**src/rtl/reaction_session_controller.sv**
```systemverilog
// Session sequencer for the reaction-time benchmark: arms rounds with an LFSR-derived
// delay, gates the player button, handles false starts/timeouts and tracks the best result.
module reaction_session_controller #(
  parameter int unsigned ROUNDS     = 5,
  parameter logic [15:0] LFSR_SEED  = 16'hACE1,
  parameter logic [15:0] MIN_DELAY  = 16'd12500,
  parameter logic [15:0] GAP_CYCLES = 16'd25000,
  parameter logic [15:0] TIMEOUT    = 16'd50000
) (
  input  logic        clk,
  input  logic        rst,
  input  logic        btn_start,
  input  logic        btn_user,
  input  logic        react_in,
  input  logic        result_valid,
  input  logic [15:0] result_bcd,
  output logic        start_trigger,
  output logic        user_trigger,
  output logic [15:0] random_delay,
  output logic [3:0]  round_idx,
  output logic [15:0] best_bcd,
  output logic [3:0]  false_start_cnt,
  output logic        busy,
  output logic        session_done
);

  typedef enum logic [2:0] {
    S_IDLE, S_ARM, S_WAIT_REACT, S_WAIT_RESULT, S_GAP, S_DONE
  } state_t;

  localparam logic [3:0] ROUNDS_L = 4'(ROUNDS);

  state_t      state_q, state_d;
  logic        start_q, user_q;
  logic [15:0] lfsr_q;
  logic [15:0] cnt_q, cnt_d;
  logic [15:0] delay_q, delay_d;
  logic [3:0]  round_q, round_d;
  logic [15:0] best_q, best_d;
  logic [3:0]  fs_q, fs_d;
  logic        start_trig_q, start_trig_d;
  logic        user_trig_q, user_trig_d;
  logic        busy_q, done_q;
  logic        start_edge, user_edge;

  function automatic logic [15:0] lfsr_step(input logic [15:0] s);
    return {s[14:0], s[15] ^ s[13] ^ s[12] ^ s[10]};
  endfunction

  function automatic logic [15:0] sat_delay(input logic [15:0] s);
    logic [16:0] sum;
    sum = {1'b0, MIN_DELAY} + {5'b0, s[11:0]};
    return sum[16] ? 16'hFFFF : sum[15:0];
  endfunction

  assign start_edge = btn_start & ~start_q;
  assign user_edge  = btn_user & ~user_q;

  always_comb begin
    state_d      = state_q;
    cnt_d        = cnt_q;
    delay_d      = delay_q;
    round_d      = round_q;
    best_d       = best_q;
    fs_d         = fs_q;
    start_trig_d = 1'b0;
    user_trig_d  = 1'b0;
    case (state_q)
      S_IDLE, S_DONE: begin
        if (start_edge) begin
          round_d = 4'd0;
          best_d  = 16'h9999;
          fs_d    = 4'd0;
          state_d = S_ARM;
        end
      end
      S_ARM: begin
        delay_d      = sat_delay(lfsr_q);
        start_trig_d = 1'b1;
        cnt_d        = 16'd0;
        state_d      = S_WAIT_REACT;
      end
      S_WAIT_REACT: begin
        // A press always wins over a simultaneous timeout, so only one trigger is issued.
        if (user_edge) begin
          user_trig_d = 1'b1;
          if (react_in) begin
            state_d = S_WAIT_RESULT;
          end else begin
            fs_d    = (fs_q == 4'hF) ? fs_q : fs_q + 4'd1;
            cnt_d   = 16'd0;
            state_d = S_GAP;
          end
        end else if (react_in) begin
          if (cnt_q == TIMEOUT - 16'd1) begin
            user_trig_d = 1'b1;
            state_d     = S_WAIT_RESULT;
          end else begin
            cnt_d = cnt_q + 16'd1;
          end
        end
      end
      S_WAIT_RESULT: begin
        if (result_valid) begin
          if (result_bcd < best_q) best_d = result_bcd;
          round_d = round_q + 4'd1;
          cnt_d   = 16'd0;
          state_d = (round_q + 4'd1 == ROUNDS_L) ? S_DONE : S_GAP;
        end
      end
      S_GAP: begin
        if (cnt_q == GAP_CYCLES - 16'd1) state_d = S_ARM;
        else                             cnt_d   = cnt_q + 16'd1;
      end
      default: state_d = S_IDLE;
    endcase
  end

  always_ff @(posedge clk) begin
    if (rst) begin
      state_q      <= S_IDLE;
      start_q      <= 1'b1;
      user_q       <= 1'b1;
      lfsr_q       <= LFSR_SEED;
      cnt_q        <= 16'd0;
      delay_q      <= MIN_DELAY;
      round_q      <= 4'd0;
      best_q       <= 16'h9999;
      fs_q         <= 4'd0;
      start_trig_q <= 1'b0;
      user_trig_q  <= 1'b0;
      busy_q       <= 1'b0;
      done_q       <= 1'b0;
    end else begin
      state_q      <= state_d;
      start_q      <= btn_start;
      user_q       <= btn_user;
      lfsr_q       <= lfsr_step(lfsr_q);
      cnt_q        <= cnt_d;
      delay_q      <= delay_d;
      round_q      <= round_d;
      best_q       <= best_d;
      fs_q         <= fs_d;
      start_trig_q <= start_trig_d;
      user_trig_q  <= user_trig_d;
      busy_q       <= (state_d != S_IDLE) && (state_d != S_DONE);
      done_q       <= (state_d == S_DONE);
    end
  end

  assign start_trigger   = start_trig_q;
  assign user_trigger    = user_trig_q;
  assign random_delay    = delay_q;
  assign round_idx       = round_q;
  assign best_bcd        = best_q;
  assign false_start_cnt = fs_q;
  assign busy            = busy_q;
  assign session_done    = done_q;

endmodule

```
**config.mk**
```make
export PLATFORM = sky130hd
export DESIGN_NAME = reaction_session_controller
export DESIGN_NICKNAME = d
export VERILOG_FILES = /design/src/rtl/reaction_session_controller.sv
export SDC_FILE = /design/constraint.sdc
export NUM_CORES = 1
export LEC_CHECK = 0
export BUFFER_PORTS_ARGS = -buffer_cell sky130_fd_sc_hd__buf_4
export CORE_AREA = 8 8 94 96
export CTS_BUF_LIST = sky130_fd_sc_hd__clkbuf_4
export DETAILED_ROUTE_END_ITERATION = 7
export DIE_AREA = 0 0 102 104
export PLACE_DENSITY = 0.85
export RECOVER_POWER = 25
export SLEW_MARGIN = 20
export SYNTH_ARGS = -nofsm -noshare
export SYNTH_HDL_FRONTEND = slang
export SYNTH_SLANG_ARGS = --single-unit
```
**constraint.sdc**
```tcl
create_clock -name clk -period 1.8 [get_ports clk]
set_input_delay 0.27 -clock clk [delete_from_list [all_inputs] [get_ports clk]]
set_output_delay 0.27 -clock clk [all_outputs]
set_load 0.05 [all_outputs]
```
==> metrics list, run 1 <==
- Counting the fill cells in the layout gives approximately 520.
* Post-route clock skew: 14.26 ps
- Post-DP HPWL: a little under 7000 um
* Cell-by-cell listing of the critical path: inv_1, ha_1, nor4_2, o211ai_1, a21oi_2, o41ai_4, buf_4, o2bb2ai_4, clkbuf_16, a22o_1
- After detailed routing, the number of remaining DRC violations is 0.
* Hold slack: roughly 34 ps
- For this run, the leading register cell type out of synthesis is sky130_fd_sc_hd__dfxtp_1.
* Maximum operating frequency: roughly 0.47 GHz
- Count of clock tree sinks: 80
- Final Worst Setup Slack: -349.8 ps
- The final layout contains routed wiring with a total length of about 11000 um.
- At the end of the flow, the number of nets in the layout was ~570.
- Routed vias: 3466
- The number of global-route vias before repair was 3430.
- The die is slightly above 100 um wide.
- Number of synthesis warnings: 0
* Flip-flop and latch count after synthesis: 80
- Startpoint of the most critical hold path: btn_start
* Start-to-end type of the worst setup path: flip-flop to flip-flop
* Static power due to leakage: approximately 2.2 nW
- Hold/Removal Path Class: input port to flip-flop
* Highest cell delay on the worst timing path: between 300 and 400 ps
- The first routing iteration left a little under 200 violations.
- Sequential cell area: about 0.0017 mm2
- After layout, the worst path uses 119.4% of the clock period.
* Clock buffer depth: 2
- Data required time of the worst path: 2150 ps
- Synth cell types: between 50 and 60
- At the pin with the least slew margin, the transition time is around 650 ps.
- Placed Cells incl. Taps: 612
- Sequential elements use a little over two fifths of the synthesized area.
- Antenna violations before repair: 0
- Finished Cell Area: around 0.0053 mm2
* Biggest area contributors in the synthesized netlist: sky130_fd_sc_hd__dfxtp_1, sky130_fd_sc_hd__ha_1, sky130_fd_sc_hd__xnor2_1, sky130_fd_sc_hd__nor2_1, sky130_fd_sc_hd__a22o_1
* Syn Area/Cell: ~9 um2
* Post-synthesis async set-or-reset flop share: 0%
- Hold worst-path end: start_q
* DR vias/cell: about 5.5
- 0 antenna diodes ended up in the layout.
- Area used by multi-input combinational logic: between 0.002 and 0.0025 mm2
- Once the floorplan was initialized, standard cells occupied just under 50% of the core.
* Average routed wire per standard cell: around 17 um
- Min-Delay Path Depth: 2
* Final setup violation count: 28
- Number of cells on the worst reg-to-reg path: 10
- Synthesis produced a netlist with a net count of 449.
- Summed over all layers, the global routing overflow is 0.
- In this run the cell area of the synthesized design comes to ~0.0037 mm2.
* WP data arrival: 2500 ps
- Post-Synthesis Cells: just over 400
* First-pass GRT wire length: roughly 16000 um
* 1st-pass router iterations: 4
- Summing all placed instances gives a cell area of between 0.004 and 0.005 mm2.
- Buffers added on ports: 64
* Antenna-violating nets left: 0
- The final reports fail on setup timing.
- Kind of capture point of the worst setup path: flip-flop
- The share of synthesized area in the top cell type comes to a little over two fifths.
- In this run the critical register-to-register path is captured at best_bcd[1].
* Number of buffers inserted during clock tree synthesis: 9
- Clock-pin slew was measured on the worst setup and hold paths at 150 ps.
- The synthesized design spends more area on one cell type than any other, namely sky130_fd_sc_hd__dfxtp_1.
* Number of I/O pins: 66
- The design draws ~3.2 mW.
- Cell Pwr Density: just over 600 mW/mm2
- Flop2flop setup slack: -350 ps
- Along the worst path, the maximum fanout reaches 7.
- Largest net degree at the start of global routing: 28
* FF-to-FF Start: best_bcd[12]
* Outcome: finished, violations left
- Among all stages on the critical path, the largest delay is contributed by sky130_fd_sc_hd__dfxtp_4.
- RSZ-0062 raised after global routing: yes
- The finished layout holds between 600 and 700 standard cells, fillers aside.
- TritonCTS built the clock tree.
* Post-Route Utilization: 70.77%
- Area of the core region: 0.007447 mm2
- The die is 104 um tall.
- The synthesized design contains 0 enable-type register cells.
- The die covers approximately 0.011 mm2.
- Measured against its own limit, the worst slew margin works out to a little under three fifths.
- Global routing consumed, over all layers together, 18.00% of the routing resources.
- Tmin final: between 2000 and 2500 ps
* Number of hold-slack violations in the final timing report: 0
- Number of H-tree levels: 3
- The clock reaches the later pin of the worst-skew pair after around 430 ps.
* Placer's final routability congestion estimate: 0.8806
* Maximum vdd ir drop: around 430 uV
- STA classifies the critical path startpoint as a flip-flop.
* Number of violations of the max-capacitance limit: 0
- Cell chosen for the clock root: sky130_fd_sc_hd__clkbuf_4
- Count of standard-cell rows: 32
* Max Transition Viols Final: 0
- From synthesis to final layout, the design area changed by 42.35%.
- In the final layout, the share of cells above drive strength 1 is between 40% and 50%.
## registers in the layout, indices dropped and copies added, names as in the netlist, 3 cells and up
| register | flops |
|---|---|
| best_bcd | 16 |
| cnt_q | 16 |
| lfsr_q | 16 |
| random_delay | 15 |
| false_start_cnt | 4 |
| round_idx | 4 |
| state_q | 3 |
## cell families (layout without fill, tap and decap cells)
logic type,Yosys count,count (layout),share of synthesized area [%]
other cells,1,1,0.1013
flops,80,80,43.26
buf+inv,37,159,4.089
compound gates,78,78,15.14
fa+ha+maj,20,20,6.759
simple gates,162,162,23.69
xor+xnor,27,27,6.387
mux,2,2,0.5745
## how the worst max path moves through the flow
stage	start	to	slack (ps)	cells after the start
floorplan	best_bcd[1]	best_bcd[15]	-220	8
global placement	result_bcd[1]	best_bcd[0]	-280	7
detailed placement	result_bcd[1]	best_bcd[3]	-340	7
CTS	best_bcd[1]	best_bcd[2]	-210	9
global route	best_bcd[12]	best_bcd[1]	-420	10
finish	best_bcd[12]	best_bcd[1]	-350	10
## stage by stage
| stage | setup WS (ps) | TNS (ps) |
|---|---|---|
| 2_1_floorplan | -221.2 | -2200 |
| 3_3_place_gp | -282.4 | -4334 |
| 3_5_place_dp | -339.0 | -5547 |
| 4_1_cts | -211.0 | -3046 |
| 5_1_grt | -415.6 | -7738 |
| 6_report | -349.8 | -5505 |
## final cells by class
type                       count  area share (%)
inverter                      21           1.591
sequential                    80           31.60
clock buffer                   9           1.282
tap                          102           2.422
timing repair buffer         122           18.73
clock inverter                 7          0.9972
multi-input combinational    290           43.38
## cell usage after synthesis, drive strengths merged (2+ instances only)
cell / instances
a21o: 2
a21oi: 20
a221o: 2
a22o: 16
a2bb2oi: 8
a31oi: 3
and2: 3
and3: 5
and4: 2
and4b: 2
buf: 8
clkbuf: 8
dfxtp: 80
ha: 20
inv: 21
nand2: 26
nand2b: 10
nand3: 9
nand3b: 2
nand4: 7
nor2: 45
nor2b: 11
nor3: 12
nor3b: 10
nor4b: 4
o21ai: 13
o31ai: 2
or2: 10
or3: 2
xnor2: 22
xor2: 5
## placed cells by master, fill, tap and decap left out, types with 12 or more instances in the layout
| master | Yosys | routed |
|---|---|---|
| sky130_fd_sc_hd__inv_1 | 21 | 15 |
| sky130_fd_sc_hd__a22o_1 | 16 | 16 |
| sky130_fd_sc_hd__ha_1 | 20 | 13 |
| sky130_fd_sc_hd__buf_4 | 1 | 116 |
| sky130_fd_sc_hd__a21oi_1 | 19 | 14 |
| sky130_fd_sc_hd__dfxtp_2 | 0 | 15 |
| sky130_fd_sc_hd__xnor2_1 | 22 | 19 |
| sky130_fd_sc_hd__nor2_1 | 45 | 39 |
| sky130_fd_sc_hd__nand2_1 | 26 | 24 |
| sky130_fd_sc_hd__dfxtp_1 | 80 | 53 |
| sky130_fd_sc_hd__dfxtp_4 | 0 | 12 |
## per-layer routing
layer / up-vias / wire, um / track usage [%]
li1: 1656 / - / -
met1: 1677 / 4204 / 20.73
met2: 107 / 5364 / 30.05
met3: 26 / 616 / 3.882
met4: 0 / 333 / 9.444
met5: - / 0 / 0
## timing repair
item,4_1_cts,5_1_grt
cloned,0,1
endpoints found under the hold margin,0,0
setup buffers,1,2
hold buffers,0,0
endpoints found under the setup margin,35,38
pin swaps,1,18
resized for setup,21,49
## worst max-delay path, delay by kind of cell, from the launching register on
kind,cells,cell delay [ps]
AO/OA/AOI/OAI,5,820
buffers and inverters,3,400
flip-flops,1,370
AND/OR/NAND/NOR,1,250
adder cells (fa/ha/maj),1,210
## power breakdown
| group | leakage (nW) | switching, mW | internal [mW] |
|---|---|---|---|
| clock | 0.0649 | 0.699 | 0.295 |
| sequential | 0.660 | 0.0296 | 1.79 |
| combinational | 1.47 | 0.218 | 0.193 |
| total | 2.19 | 0.947 | 2.28 |
No activity file was read; power rests on OpenSTA's default activity.
==> run 2: changes to the inputs <==
CORE_AREA = 8 8 89 91   (was 8 8 94 96)
DIE_AREA = 0 0 97 99   (was 0 0 102 104)
PLACE_DENSITY = 0.9   (was 0.85)
clock period = 2.04 ns   (was 1.8 ns; I/O delays follow)
==> run 2 against run 1 <==
Net effect:
- the flow still finishes with violations (setup timing)
- combinational power down 19%
- final cell count down 9.0%
- non-clock buffer count down 36
- critical path type unchanged
- largest cell class unchanged
- highest routed layer unchanged
==> metrics list, run 2 (synthesized netlist as in run 1, its figures left out) <==
- Maximum vdd ir drop: 522.5 uV (was 425.4 uV)
- The routed wire length on met3 came to 439 um (was 616 um).
- Number of buffers inserted during clock tree synthesis: 9 (unchanged)
* Tmin final: 2196 ps (was 2150 ps)
* Skew-Pair Late Insertion Delay: 440 ps (was 430 ps)
- Count of clock tree sinks: 80 (unchanged)
- Overall track demand over capacity in global routing: 19.54% (was 18.00%)
- Antenna-violating nets left: 0 (unchanged)
- Hold/Removal Path Class: input port to flip-flop (unchanged)
* Post-DP HPWL: 6403 um (was 6939 um)
- Violated checks: setup timing (unchanged)
* FF-to-FF Start: best_bcd[12] (unchanged)
- The count of hold buffers inserted by post-cts repair was 0 (unchanged).
- Maximum operating frequency: 0.4554 GHz (was 0.4652 GHz)
* 1st-pass router iterations: 4 (unchanged)
- The count of maximum capacitance violations came to 0 (unchanged).
- Residual DRC: 0 (unchanged)
- The total leakage power came to 1.996 nW (was 2.191 nW).
- The met1 wire length came to 4327 um (was 4204 um).
* Commonest cells after routing, fill and taps aside: sky130_fd_sc_hd__buf_4, sky130_fd_sc_hd__dfxtp_1, sky130_fd_sc_hd__nor2_1, sky130_fd_sc_hd__nand2_1, sky130_fd_sc_hd__xnor2_1 (unchanged)
- The standard cell core area is 0.006569 mm2 (was 0.007447 mm2).
- The via total after detailed routing was 3281 (was 3466).
- WP data arrival: 2530 ps (was 2500 ps)
- Die span in y: 99 um (was 104 um)
- The headroom to the max-slew limit is 55.86% (was 56.45%).
- Outcome: finished, violations left (unchanged)
* Total power draw: 2.941 mW (was 3.228 mW)
* Nets: 530 (was 566)
- The sum of met2 wire segment lengths after detailed routing is 4855 um (was 5364 um).
- The starting density of the core came to 56.36% (was 49.71%).
- Final TNS setup: -1850 ps (was -5505 ps)
- The ratio of cells with drive above 1 in the final layout is 34.89% (was 43.48%).
- Reg2Reg Capture Point: best_bcd[2] (was best_bcd[1])
* Number of H-tree levels: 3 (unchanged)
* RSZ-0062 raised after global routing: yes (unchanged)
- The startpoint class of the critical path was a flip-flop (unchanged).
* Cell Pwr Density: 604.9 mW/mm2 (was 612.5 mW/mm2)
- Die width: 97 um (was 102 um)
- The path type of the worst setup path was flip-flop to flip-flop (unchanged).
- The clock transition at the register clock pins on the worst setup and hold paths after CTS is 140 ps (was 150 ps).
* Kind of capture point of the worst setup path: flip-flop (unchanged)
- The hold violation count in the final report was 0 (unchanged).
- The number of global-route vias before repair came to 3272 (was 3430).
- Largest net degree at the start of global routing: 42 (was 28)
* Worst setup path startpoint: best_bcd[12] (unchanged)
- Area added between synthesis and finish: 31.33% (was 42.35%)
- Antenna violations before repair: 1 (was 0)
- The final number of setup-violating endpoints came to 16 (was 28).
- Number of I/O pins: 66 (unchanged)
* Fill cell count: 462 (was 521)
- The highest metal layer with signal wires was met4 (unchanged).
* Placer's final routability congestion estimate: 0.8705 (was 0.8806)
- Count of standard-cell rows: 30 (was 32)
- Most common cell after layout, fill and taps aside: sky130_fd_sc_hd__buf_4 (unchanged)
* Min-Delay Path Depth: 2 (unchanged)
- Startpoint of the most critical hold path: btn_user (was btn_start)
- Number of cells on the worst reg-to-reg path: 10 (unchanged)
* Final Worst Setup Slack: -155.8 ps (was -349.8 ps)
* First-pass GRT wire length: 15600 um (was 15660 um)
- Congestion Overflow GR: 0 (unchanged)
* Max Transition Viols Final: 0 (unchanged)
* Data required time of the worst path: 2370 ps (was 2150 ps)
* Average routed wire per standard cell: 17.38 um (was 16.67 um)
* TritonCTS clock tree: built (unchanged)
- The post-detailed-routing wire length is 9977 um (was 10520 um).
- Flop2flop setup slack: -160 ps (was -350 ps)
- Buffers added on ports: 64 (unchanged)
- The vias per cell came to 5.716 (was 5.493).
- Hold worst-path end: user_q (was start_q)
- Slew at the pin closest to its max-slew limit: 659.6 ps (was 650.8 ps)
- Top fanout value on the critical path: 8 (was 7)
- Post-route clock skew: 21.15 ps (was 14.26 ps)
- Area of the die: 0.009603 mm2 (was 0.01061 mm2)
- The iteration-0 DRC count of the detailed router came to 149 (was 194).
- The clock root buffer is sky130_fd_sc_hd__clkbuf_4 (unchanged).
- The share of the clock period used by the worst path after layout was 107.6% (was 119.4%).
- The maximum clock insertion buffer count was 2 (unchanged).
## run 2: report_power, final
part / internal [mW] / leakage, nW / switching [mW] / total, mW
sequential: 1.59 / 0.654 / 0.0293 / 1.62
clock: 0.390 / 0.0808 / 0.601 / 0.991
combinational: 0.152 / 1.26 / 0.182 / 0.333
## run 2: what timing repair did
item,4_1_cts,5_1_grt
gates cloned,1,0
resized for setup,23,29
pin swaps,14,21
buffers inserted,6,2
setup endpoints to repair,19,28
## run 2: how the worst max path moves through the flow
stage | to | slack, ps | cells after the start
floorplan | best_bcd[0] | 2 | 9
global placement | best_bcd[0] | -60 | 8
detailed placement | best_bcd[2] | -150 | 7
CTS | best_bcd[5] | -90 | 9
global route | best_bcd[2] | -190 | 10
finish | best_bcd[2] | -160 | 10
## run 2: metal layers
layer  vias up  GRT usage (%)
met1      1564          22.32
met4         0          11.48
met3        27          3.779
met2       102          33.23
li1       1588              -
met5         -              0
## run 2: cell type report
type	count	area (um2)	share of cell area, %
Tap cell	80	100.1	2.059
Timing Repair Buffer	86	688.2	14.15
Sequential cell	80	1644	33.81
Clock inverter	7	77.57	1.595
Clock buffer	9	67.56	1.390
Inverter	21	83.83	1.724
Multi-Input combinational cell	290	2198	45.21
Antenna cell	1	2.502	0.05147
## run 2: worst max-delay path: stages, from the launching register on
cell,delay (ps)
sky130_fd_sc_hd__dfxtp_4,390
sky130_fd_sc_hd__inv_4,40
sky130_fd_sc_hd__ha_4,160
sky130_fd_sc_hd__nor4_2,250
sky130_fd_sc_hd__o211ai_1,170
sky130_fd_sc_hd__a21oi_2,250
sky130_fd_sc_hd__o41ai_4,150
sky130_fd_sc_hd__buf_4,170
sky130_fd_sc_hd__o2bb2ai_4,160
sky130_fd_sc_hd__buf_12,160
sky130_fd_sc_hd__a22o_1,190
## run 2: per-stage QoR
step / hold WS, ps / worst slack, ps / utilization [%] / std cells / cell area (um2)
after CTS: 68.66 / -91.98 / 71.85 / 571 / 4720
final: 85.57 / -155.8 / 74.02 / 574 / 4862
after floorplan: 389.5 / 2.128 / - / 407 / 3761
after global placement: 392.1 / -61.95 / 66.88 / 549 / 4393
after detailed placement: 401.1 / -152.7 / 66.88 / 549 / 4393
after global routing: 76.53 / -189.1 / 74.02 / 574 / 4862
